$ cat src/rtl/ps2_mouse_host.sv
// PS/2 host link layer: sends INIT_CMD after reset, waits for the 0xFA acknowledge,
// then decodes device frames into a byte/valid/error stream.
module ps2_mouse_host #(
    parameter int unsigned FILTER_LEN     = 8,
    parameter int unsigned INHIBIT_CYCLES = 1200,
    parameter int unsigned TIMEOUT_CYCLES = 24000,
    parameter int unsigned RETRY_CYCLES   = 240000,
    parameter logic [7:0]  INIT_CMD       = 8'hF4
) (
    input  logic       clk,
    input  logic       reset_n,
    input  logic       ps2_clk,
    input  logic       ps2_data,
    output logic       ps2_clk_oe,
    output logic       ps2_data_oe,
    // "byte" is a reserved word, so the data port carries the _o suffix
    output logic [7:0] byte_o,
    output logic       valid,
    output logic       error,
    output logic       init_done
);

    localparam int unsigned FILT_W = $clog2(FILTER_LEN);
    localparam int unsigned CYC_MAX = (RETRY_CYCLES > INHIBIT_CYCLES) ? RETRY_CYCLES : INHIBIT_CYCLES;
    localparam int unsigned CYC_W  = $clog2(CYC_MAX);
    localparam int unsigned TO_W   = $clog2(TIMEOUT_CYCLES);

    typedef enum logic [2:0] {
        S_INHIBIT, S_REQ, S_TX, S_ACK, S_WAIT_RSP, S_BACKOFF, S_RUN
    } state_t;

    // index 0 = clock line, index 1 = data line
    logic [1:0]        sync1_q, sync2_q, flt_q;
    logic [FILT_W-1:0] fcnt_q [2];
    logic              clk_prev_q;
    logic              fall, sdata;

    always_ff @(posedge clk or negedge reset_n) begin
        if (!reset_n) begin
            sync1_q    <= '1;
            sync2_q    <= '1;
            flt_q      <= '1;
            fcnt_q[0]  <= '0;
            fcnt_q[1]  <= '0;
            clk_prev_q <= 1'b1;
        end else begin
            sync1_q    <= {ps2_data, ps2_clk};
            sync2_q    <= sync1_q;
            clk_prev_q <= flt_q[0];
            for (int unsigned i = 0; i < 2; i++) begin
                if (sync2_q[i] == flt_q[i]) begin
                    fcnt_q[i] <= '0;
                end else if (fcnt_q[i] == FILT_W'(FILTER_LEN - 1)) begin
                    flt_q[i]  <= sync2_q[i];
                    fcnt_q[i] <= '0;
                end else begin
                    fcnt_q[i] <= fcnt_q[i] + FILT_W'(1);
                end
            end
        end
    end

    assign fall  = clk_prev_q & ~flt_q[0];
    assign sdata = flt_q[1];

    state_t           state_q, state_d;
    logic [CYC_W-1:0] cyc_q, cyc_d;
    logic [TO_W-1:0]  to_q, to_d;
    logic [3:0]       bitcnt_q, bitcnt_d;
    logic [9:0]       tx_sh_q, tx_sh_d;
    logic [7:0]       rx_sh_q, rx_sh_d, byte_q, byte_d;
    logic             par_q, par_d;
    logic             clk_oe_q, clk_oe_d, data_oe_q, data_oe_d;
    logic             valid_q, valid_d, err_q, err_d, init_q, init_d;
    logic             timeout, frame_end, frame_ok;

    always_ff @(posedge clk or negedge reset_n) begin
        if (!reset_n) begin
            state_q   <= S_INHIBIT;
            cyc_q     <= '0;
            to_q      <= '0;
            bitcnt_q  <= '0;
            tx_sh_q   <= '0;
            rx_sh_q   <= '0;
            par_q     <= 1'b0;
            clk_oe_q  <= 1'b0;
            data_oe_q <= 1'b0;
            byte_q    <= '0;
            valid_q   <= 1'b0;
            err_q     <= 1'b0;
            init_q    <= 1'b0;
        end else begin
            state_q   <= state_d;
            cyc_q     <= cyc_d;
            to_q      <= to_d;
            bitcnt_q  <= bitcnt_d;
            tx_sh_q   <= tx_sh_d;
            rx_sh_q   <= rx_sh_d;
            par_q     <= par_d;
            clk_oe_q  <= clk_oe_d;
            data_oe_q <= data_oe_d;
            byte_q    <= byte_d;
            valid_q   <= valid_d;
            err_q     <= err_d;
            init_q    <= init_d;
        end
    end

    always_comb begin
        state_d   = state_q;
        cyc_d     = '0;
        to_d      = '0;
        bitcnt_d  = bitcnt_q;
        tx_sh_d   = tx_sh_q;
        rx_sh_d   = rx_sh_q;
        par_d     = par_q;
        clk_oe_d  = 1'b0;
        data_oe_d = 1'b0;
        byte_d    = byte_q;
        valid_d   = 1'b0;
        err_d     = 1'b0;
        init_d    = init_q;
        timeout   = 1'b0;
        frame_end = 1'b0;

        // a fall in the expiry cycle clears the counter and suppresses the timeout
        if (!fall && (bitcnt_q != 4'd0 || state_q == S_TX || state_q == S_ACK)) begin
            if (to_q == TO_W'(TIMEOUT_CYCLES - 1)) timeout = 1'b1;
            else                                   to_d    = to_q + TO_W'(1);
        end

        if (fall && (state_q == S_WAIT_RSP || state_q == S_RUN)) begin
            case (bitcnt_q)
                4'd0:    if (!sdata) bitcnt_d = 4'd1;
                4'd9:    begin par_d = sdata; bitcnt_d = 4'd10; end
                4'd10:   begin frame_end = 1'b1; bitcnt_d = 4'd0; end
                default: begin rx_sh_d = {sdata, rx_sh_q[7:1]}; bitcnt_d = bitcnt_q + 4'd1; end
            endcase
        end
        frame_ok = (par_q == ~^rx_sh_q) && sdata;

        case (state_q)
            S_INHIBIT: begin
                clk_oe_d = 1'b1;
                bitcnt_d = '0;
                if (cyc_q == CYC_W'(INHIBIT_CYCLES - 1)) state_d = S_REQ;
                else                                     cyc_d   = cyc_q + CYC_W'(1);
            end
            S_REQ: begin
                clk_oe_d  = 1'b1;
                data_oe_d = 1'b1;
                tx_sh_d   = {1'b1, ~^INIT_CMD, INIT_CMD};
                bitcnt_d  = '0;
                state_d   = S_TX;
            end
            S_TX: begin
                data_oe_d = data_oe_q;
                if (fall) begin
                    data_oe_d = ~tx_sh_q[0];
                    tx_sh_d   = tx_sh_q >> 1;
                    if (bitcnt_q == 4'd9) begin
                        bitcnt_d = '0;
                        state_d  = S_ACK;
                    end else begin
                        bitcnt_d = bitcnt_q + 4'd1;
                    end
                end else if (timeout) begin
                    err_d   = 1'b1;
                    state_d = S_BACKOFF;
                end
            end
            S_ACK: begin
                if (fall) begin
                    if (!sdata) begin
                        state_d = S_WAIT_RSP;
                    end else begin
                        err_d   = 1'b1;
                        state_d = S_BACKOFF;
                    end
                end else if (timeout) begin
                    err_d   = 1'b1;
                    state_d = S_BACKOFF;
                end
            end
            S_WAIT_RSP: begin
                if (frame_end) begin
                    if (frame_ok && rx_sh_q == 8'hFA) begin
                        init_d  = 1'b1;
                        state_d = S_RUN;
                    end else begin
                        err_d   = 1'b1;
                        state_d = S_BACKOFF;
                    end
                end else if (timeout) begin
                    err_d   = 1'b1;
                    state_d = S_BACKOFF;
                end
            end
            S_BACKOFF: begin
                bitcnt_d = '0;
                if (cyc_q == CYC_W'(RETRY_CYCLES - 1)) state_d = S_INHIBIT;
                else                                   cyc_d   = cyc_q + CYC_W'(1);
            end
            S_RUN: begin
                if (frame_end) begin
                    if (frame_ok) begin
                        valid_d = 1'b1;
                        byte_d  = rx_sh_q;
                    end else begin
                        err_d = 1'b1;
                    end
                end else if (timeout) begin
                    err_d    = 1'b1;
                    bitcnt_d = '0;
                end
            end
            default: state_d = S_INHIBIT;
        endcase
    end

    assign ps2_clk_oe  = clk_oe_q;
    assign ps2_data_oe = data_oe_q;
    assign byte_o      = byte_q;
    assign valid       = valid_q;
    assign error       = err_q;
    assign init_done   = init_q;

endmodule

$ cat config.mk
export PLATFORM = sky130hd
export DESIGN_NAME = ps2_mouse_host
export DESIGN_NICKNAME = d
export VERILOG_FILES = /design/src/rtl/ps2_mouse_host.sv
export SDC_FILE = /design/constraint.sdc
export NUM_CORES = 1
export LEC_CHECK = 0
export BUFFER_PORTS_ARGS = -buffer_cell sky130_fd_sc_hd__buf_2
export CELL_PAD_IN_SITES_DETAIL_PLACEMENT = 1
export CELL_PAD_IN_SITES_GLOBAL_PLACEMENT = 2
export CORE_MARGIN = 5
export CORE_UTILIZATION = 45
export CTS_BUF_LIST = sky130_fd_sc_hd__clkbuf_2
export DETAILED_ROUTE_END_ITERATION = 10
export GPL_TIMING_DRIVEN = 0
export PLACE_DENSITY_LB_ADDON = 0.1
export SLEW_MARGIN = 20
export SYNTH_ARGS = -nofsm -noshare
export SYNTH_HDL_FRONTEND = slang
export SYNTH_SLANG_ARGS = --single-unit
$ cat constraint.sdc
create_clock -name clk -period 3.95 [get_ports clk]
set_clock_uncertainty 0.1 [all_clocks]
set_input_delay 0.1975 -clock clk [delete_from_list [all_inputs] [get_ports clk]]
set_output_delay 0.1975 -clock clk [all_outputs]
set_load 0.01 [all_outputs]
; ---- Word-level counts from Yosys, hierarchy flattened
; Index checks and enable logic that the tools add are counted.
[op_classes]
n_reduce_logical = 24
n_mux = 48
order_cmp = 0
bitwise_logic = 7
n_shift = 0
eq_ne = 21
add_sub_neg = 5
n_mul = 0
div = 0
[ops]
columns = cell, count
row1 = 18-bit 2-to-1 mux, 2
row2 = 18-bit one-hot mux with 2 select lines, 1
row3 = 3-bit 2-to-1 mux, 11
row4 = 15-bit 2-to-1 mux, 2
row5 = 4-bit 2-to-1 mux, 6
row6 = 4-bit one-hot mux with 3 select lines, 2
row7 = 3-bit one-hot mux with 7 select lines, 1
row8 = 10-bit one-hot mux with 2 select lines, 1
row9 = "18-bit by 1-bit adder with 18-bit output, second input constant", 1
row10 = "18-bit by 11-bit equality test with 1-bit output, second input constant", 1
row11 = "18-bit equality test, second input constant", 1
row12 = 1-bit 2-to-1 mux, 18
row13 = "15-bit by 1-bit adder with 15-bit output, second input constant", 1
row14 = "15-bit equality test, second input constant", 1
row15 = "3-bit equality test, second input constant", 5
row16 = 10-bit 2-to-1 mux, 1
row17 = 2-bit AND reduction, 5
row18 = "4-bit equality test, second input constant", 2
row19 = "8-bit equality test, second input constant", 1
row20 = 8-bit XNOR reduction, 1
row21 = "3-bit by 1-bit adder with 3-bit output, second input constant", 2
row22 = "3-bit by 2-bit equality test with 1-bit output, second input constant", 2
row23 = "2-bit != test, second input constant", 3
row24 = 1-bit NOT, 6
row25 = 19 further kinds, 28
[word_totals]
ff_bits = 85
ramBits = 0
rom_bits = 0
inputBits = 4
out_inout_bits = 13
latchBits = 0
elab_cells = 125
memories = 0

; ---- Longest topological paths before layout
[logic_depth]
word_depth = 8
depth_mapped = 8
depth_no_buf = 7

; ---- Worst setup path before layout
; OpenSTA, ideal clock, no wires.
[synth_timing]
kind = reg-to-reg
startpoint = register rx_sh_q[3]
endpoint = register byte_q[0], in the netlist byte_o[0]
setup_ns = 0.125
path_slack_ns = 1.638
required_time_ns = 3.725
synth_period_minus_slack_ns = 2.312
path_stages_with_launch = 8
path_buffers = 1
t_arrival_ns = 2.088
path_cell_list = dfrtp_1 > ha_1 > xnor3_1 > xnor2_1 > nor3_1 > and3_1 > buf_2 > mux2_2
[synth_between]
elab_chain_len = 4
[synth_lines]
columns = item, line_no
row1 = from (decl), 71  ; logic [7:0] rx_sh_q, rx_sh_d, byte_q, byte_d;
row2 = from (signal assigned), 98  ; rx_sh_q <= rx_sh_d;
row3 = 8-bit XNOR reduction, 140  ; frame_ok = (par_q == ~^rx_sh_q) && sdata;
row4 = 1-bit equality test, 140
row5 = 1-bit logical AND, 140
row6 = 3-bit AND reduction (no line), n/a
row7 = to (signal assigned), 102  ; byte_q <= byte_d;
row8 = to (decl), 71
; No other way between the ends.
; A chain may end at the register's enable or synchronous reset.

; ---- Worst setup path after layout
[layout_timing]
startpoint = register bitcnt_q[0]
endpoint = register byte_q[7], in the netlist byte_o[7]
[layout_between]
elab_chain_len = 4
[layout_lines]
columns = item, line_no
row1 = from (decl), 69  ; logic [3:0] bitcnt_q, bitcnt_d;
row2 = from (signal assigned), 96  ; bitcnt_q <= bitcnt_d;
row3 = 4-bit equality test, 133  ; case (bitcnt_q)
row4 = 1-bit 2-to-1 mux, 133
row5 = 1-bit 2-to-1 mux, 132  ; if (fall && (state_q == S_WAIT_RSP || state_q == S_RUN)) begin
row6 = 3-bit AND reduction (no line), n/a
; No other way between the ends.

==> run metrics <==
clock transition at the registers of the reported paths 0.23 ns; number of buffers inserted during clock tree synthesis 9; number of setup violations in the final report 0; Final WS setup 1.30 ns; die area 11100 µm²; crit-path max FO 9; Syn. warnings 0; final period utilization 67.1%; critical path data required time 4.32 ns; top cell family by delay on the critical path simple AND/OR/NAND/NOR gates; DRT Pass-1 Iters 4; crit start category register; transition time at the pin with the least slew margin 0.866 ns; iteration-0 DRC count of the detailed router 77; NumNets Final 446; number of nets produced by synthesis 413; power density cells 368 nW/µm²; worst setup path startpoint bitcnt_q[0]$_DFF_PN0_; clock insertion delay at the later pin of the skew report 0.57 ns; setup total negative slack 0 ns; antenna diode count 0; number of cells on the worst reg-to-reg path 8; buffers plus inverters on the worst setup path 2; Total Wirelength 8780 µm; ys flop type dfrtp_1; max-slew violation count 0; via count of the first global-routing pass 3114; static leakage power 2.09 nW; gr usage total 17.0%; number of synthesized flops with an enable pin 0; Reg-to-Reg Start bitcnt_q[0]$_DFF_PN0_; RSZ-0062 raised after global routing false; per-instance average area after synthesis 10.4 µm²; register area share after synthesis 52.1%; number of buffers inserted by port buffering 16; total placed instance area 4340 µm²; crit path DAT 3.02 ns; Core Region 8810 µm²; Row Count 34; worst slack, placed 1.31 ns; IR Drop Worst-Case VDD 0.000161 V; number of cells on the critical path 8; number of failing hold endpoints at the final stage 0; Slowest-stage cell, CP dfrtp_1; ANT nets after route 0; worst rel slew slack 42.2%; clock tree from TritonCTS done; post-detailed-route DRC marker count 0; global route total overflow 0; root buf cell clkbuf_2; H-Tree Level Count 3; area added between synthesis and finish 11.1%; chip width 105 µm; slowest cell delay on critical path 0.53 ns; estimated wirelength of the detail-placed design 6140 µm; detailed-route wire length per cell 16.2 µm; maximum clock frequency 377 MHz; Mapped Cells 395; post-route worst hold slack 0.167 ns; Setup Crit Path Kind register to register; ratio of routed vias to standard cells 5.49; number of placed I/O pins 17; pin count of the biggest net entering global routing 50; critical path capture point byte_o[7]$_DFFE_PN0P_; final period demand of the worst path 2.65 ns; Cell variety after synth 52; critical-path cell list inv_1 > ha_1 > nor2b_1 > nand2_1 > nor3_1 > and3_1 > buf_2 > mux2_2; Post-CTS Setup Bufs 0; async set-reset flop share out of synthesis 100%; layout cells sized above 1 15.5%; max-cap viol count 0; number of clock sinks seen by CTS 85; buffers from clock root to sink, at most 2; reg-to-reg critical path endpoint byte_o[7]$_DFFE_PN0P_; antenna violations before repair 0; starting density of the core 46.5%; via count 2968; Die Ht 105 µm; worst reg2reg setup slack 1.30 ns; Hold Crit Start ps2_data; final std cell area, no fill 4550 µm²; number of synthesized register bits 85; result of the run finished clean; cell area after technology mapping 4100 µm²; global-route wire length before repair 15400 µm; crit path capture type register; Hold Path Class primary input to register; power after layout 0.00167 W; final estimated routing congestion in global placement 0.799
[area by class of cell]
class / count / area [µm²]
clock buffers: 10 / 50.0
multi-input cells: 283 / 1850
plain buffers: 15 / 62.6
flip-flops and latches: 85 / 2140
well taps: 108 / 135
inverters: 12 / 45.0
clock inverters: 6 / 110
fillers: 996 / 4250
repair buffers: 22 / 160
[synthesized netlist by cell type, drive strengths merged, types with 2 or more instances]
cell / count / area, µm²
dfrtp: 78 / 1950
nor2: 61 / 229
nand2: 23 / 86.3
nand3: 21 / 105
mux2: 18 / 203
xor2: 17 / 149
xnor2: 16 / 140
a21oi: 14 / 70.1
ha: 14 / 175
o21ai: 13 / 65.1
clkbuf: 12 / 45.0
inv: 12 / 45.0
nor2b: 11 / 68.8
nand4: 9 / 56.3
nor3: 8 / 40.0
a31oi: 7 / 43.8
dfstp: 7 / 184
nor3b: 5 / 37.5
nor4: 4 / 25.0
a31o: 3 / 26.3
and3: 3 / 18.8
buf: 3 / 17.5
nand2b: 3 / 18.8
o31ai: 3 / 22.5
a21o: 2 / 15.0
a32o: 2 / 20.0
and2: 2 / 12.5
or2: 2 / 12.5
or4: 2 / 18.8
[worst min path at each step]
stage / end / slack (ns) / cells after the start
final: sync1_q[1]$_DFF_PN1_ / 0.17 / 2
after global routing: sync1_q[1]$_DFF_PN1_ / 0.11 / 2
after CTS: sync1_q[1]$_DFF_PN1_ / 0.16 / 2
after detailed placement: rx_sh_q[2]$_DFFE_PN0P_ / 0.10 / 1
after global placement: sync1_q[1]$_DFF_PN1_ / 0.20 / 1
after floorplan: bitcnt_q[0]$_DFF_PN0_ / -0.20 / 0
[where the power goes]
part	leakage, nW	internal [W]	switching (W)
logic	0.860	0.0000538	0.0000828
registers	1.14	0.000921	0.0000256
clock network	0.0902	0.000275	0.000316
total	2.09	0.00125	0.000424
[registers in the layout, summed over array words and instances (netlist names)]
name	flops
error	1
cyc_q	18
state_q	3
valid	1
bitcnt_q	4
par_q	1
tx_sh_q	10
sync1_q	2
flt_q	2
byte_o	8
rx_sh_q	8
init_done	1
clk_prev_q	1
ps2_data_oe	1
ps2_clk_oe	1
to_q	15
fcnt_q	6
sync2_q	2
[logic make-up after synthesis]
logic type               count (synthesis)  synth area share (%)
adder cells (fa/ha/maj)                 14                  4.27
buffers and inverters                   27                  2.63
AO/OA/AOI/OAI                           55                  8.70
flip-flops                              85                  52.1
multiplexers                            18                  4.95
AND/OR/NAND/NOR                        162                  19.7
XOR/XNOR                                34                  7.60
[per-layer routing]
layer,routed length (µm),up-vias,share of wire (%),track usage [%]
li1,-,1438,-,-
met1,4280,1494,49,23.6
met2,4170,24,47,27.1
met3,201,12,2.3,3.06
met4,131,0,1.5,5.62
met5,0,-,0,0
[stage by stage]
step / util (%) / cells
after global routing: 51.7 / 541
after global placement: 49.0 / 519
after floorplan: - / 395
after CTS: 51.7 / 541
after detailed placement: 49.3 / 520
final: 51.7 / 541
[cells in the final DEF, fill, tap and decap left out, types with 2 or more instances in the layout]
cell,count
nor4_1,4
nand4_1,9
a31o_2,3
a32o_1,2
o21ai_0,12
nand2_1,23
a21oi_1,14
nor2_1,61
buf_4,2
nor2b_1,11
clkbuf_2,10
inv_1,12
dfrtp_1,78
nand3_1,21
clkbuf_1,12
dlygate4sd3_1,5
and2_1,2
ha_1,14
nor3_1,8
xnor2_1,16
and3_1,3
a31oi_1,7
buf_2,17
mux2_2,18
xor2_1,17
nor3b_1,5
o31ai_1,3
nand2b_1,3
a21o_1,2
dfstp_2,7
bufinv_16,3
or2_1,2
[what timing repair did]
item / in CTS / in global routing
hold buffers: 5 / 0
hold endpoints to repair: 84 / 0
gates resized for setup: 0 / 0
Note: power is estimated with default switching activity, not from simulation.
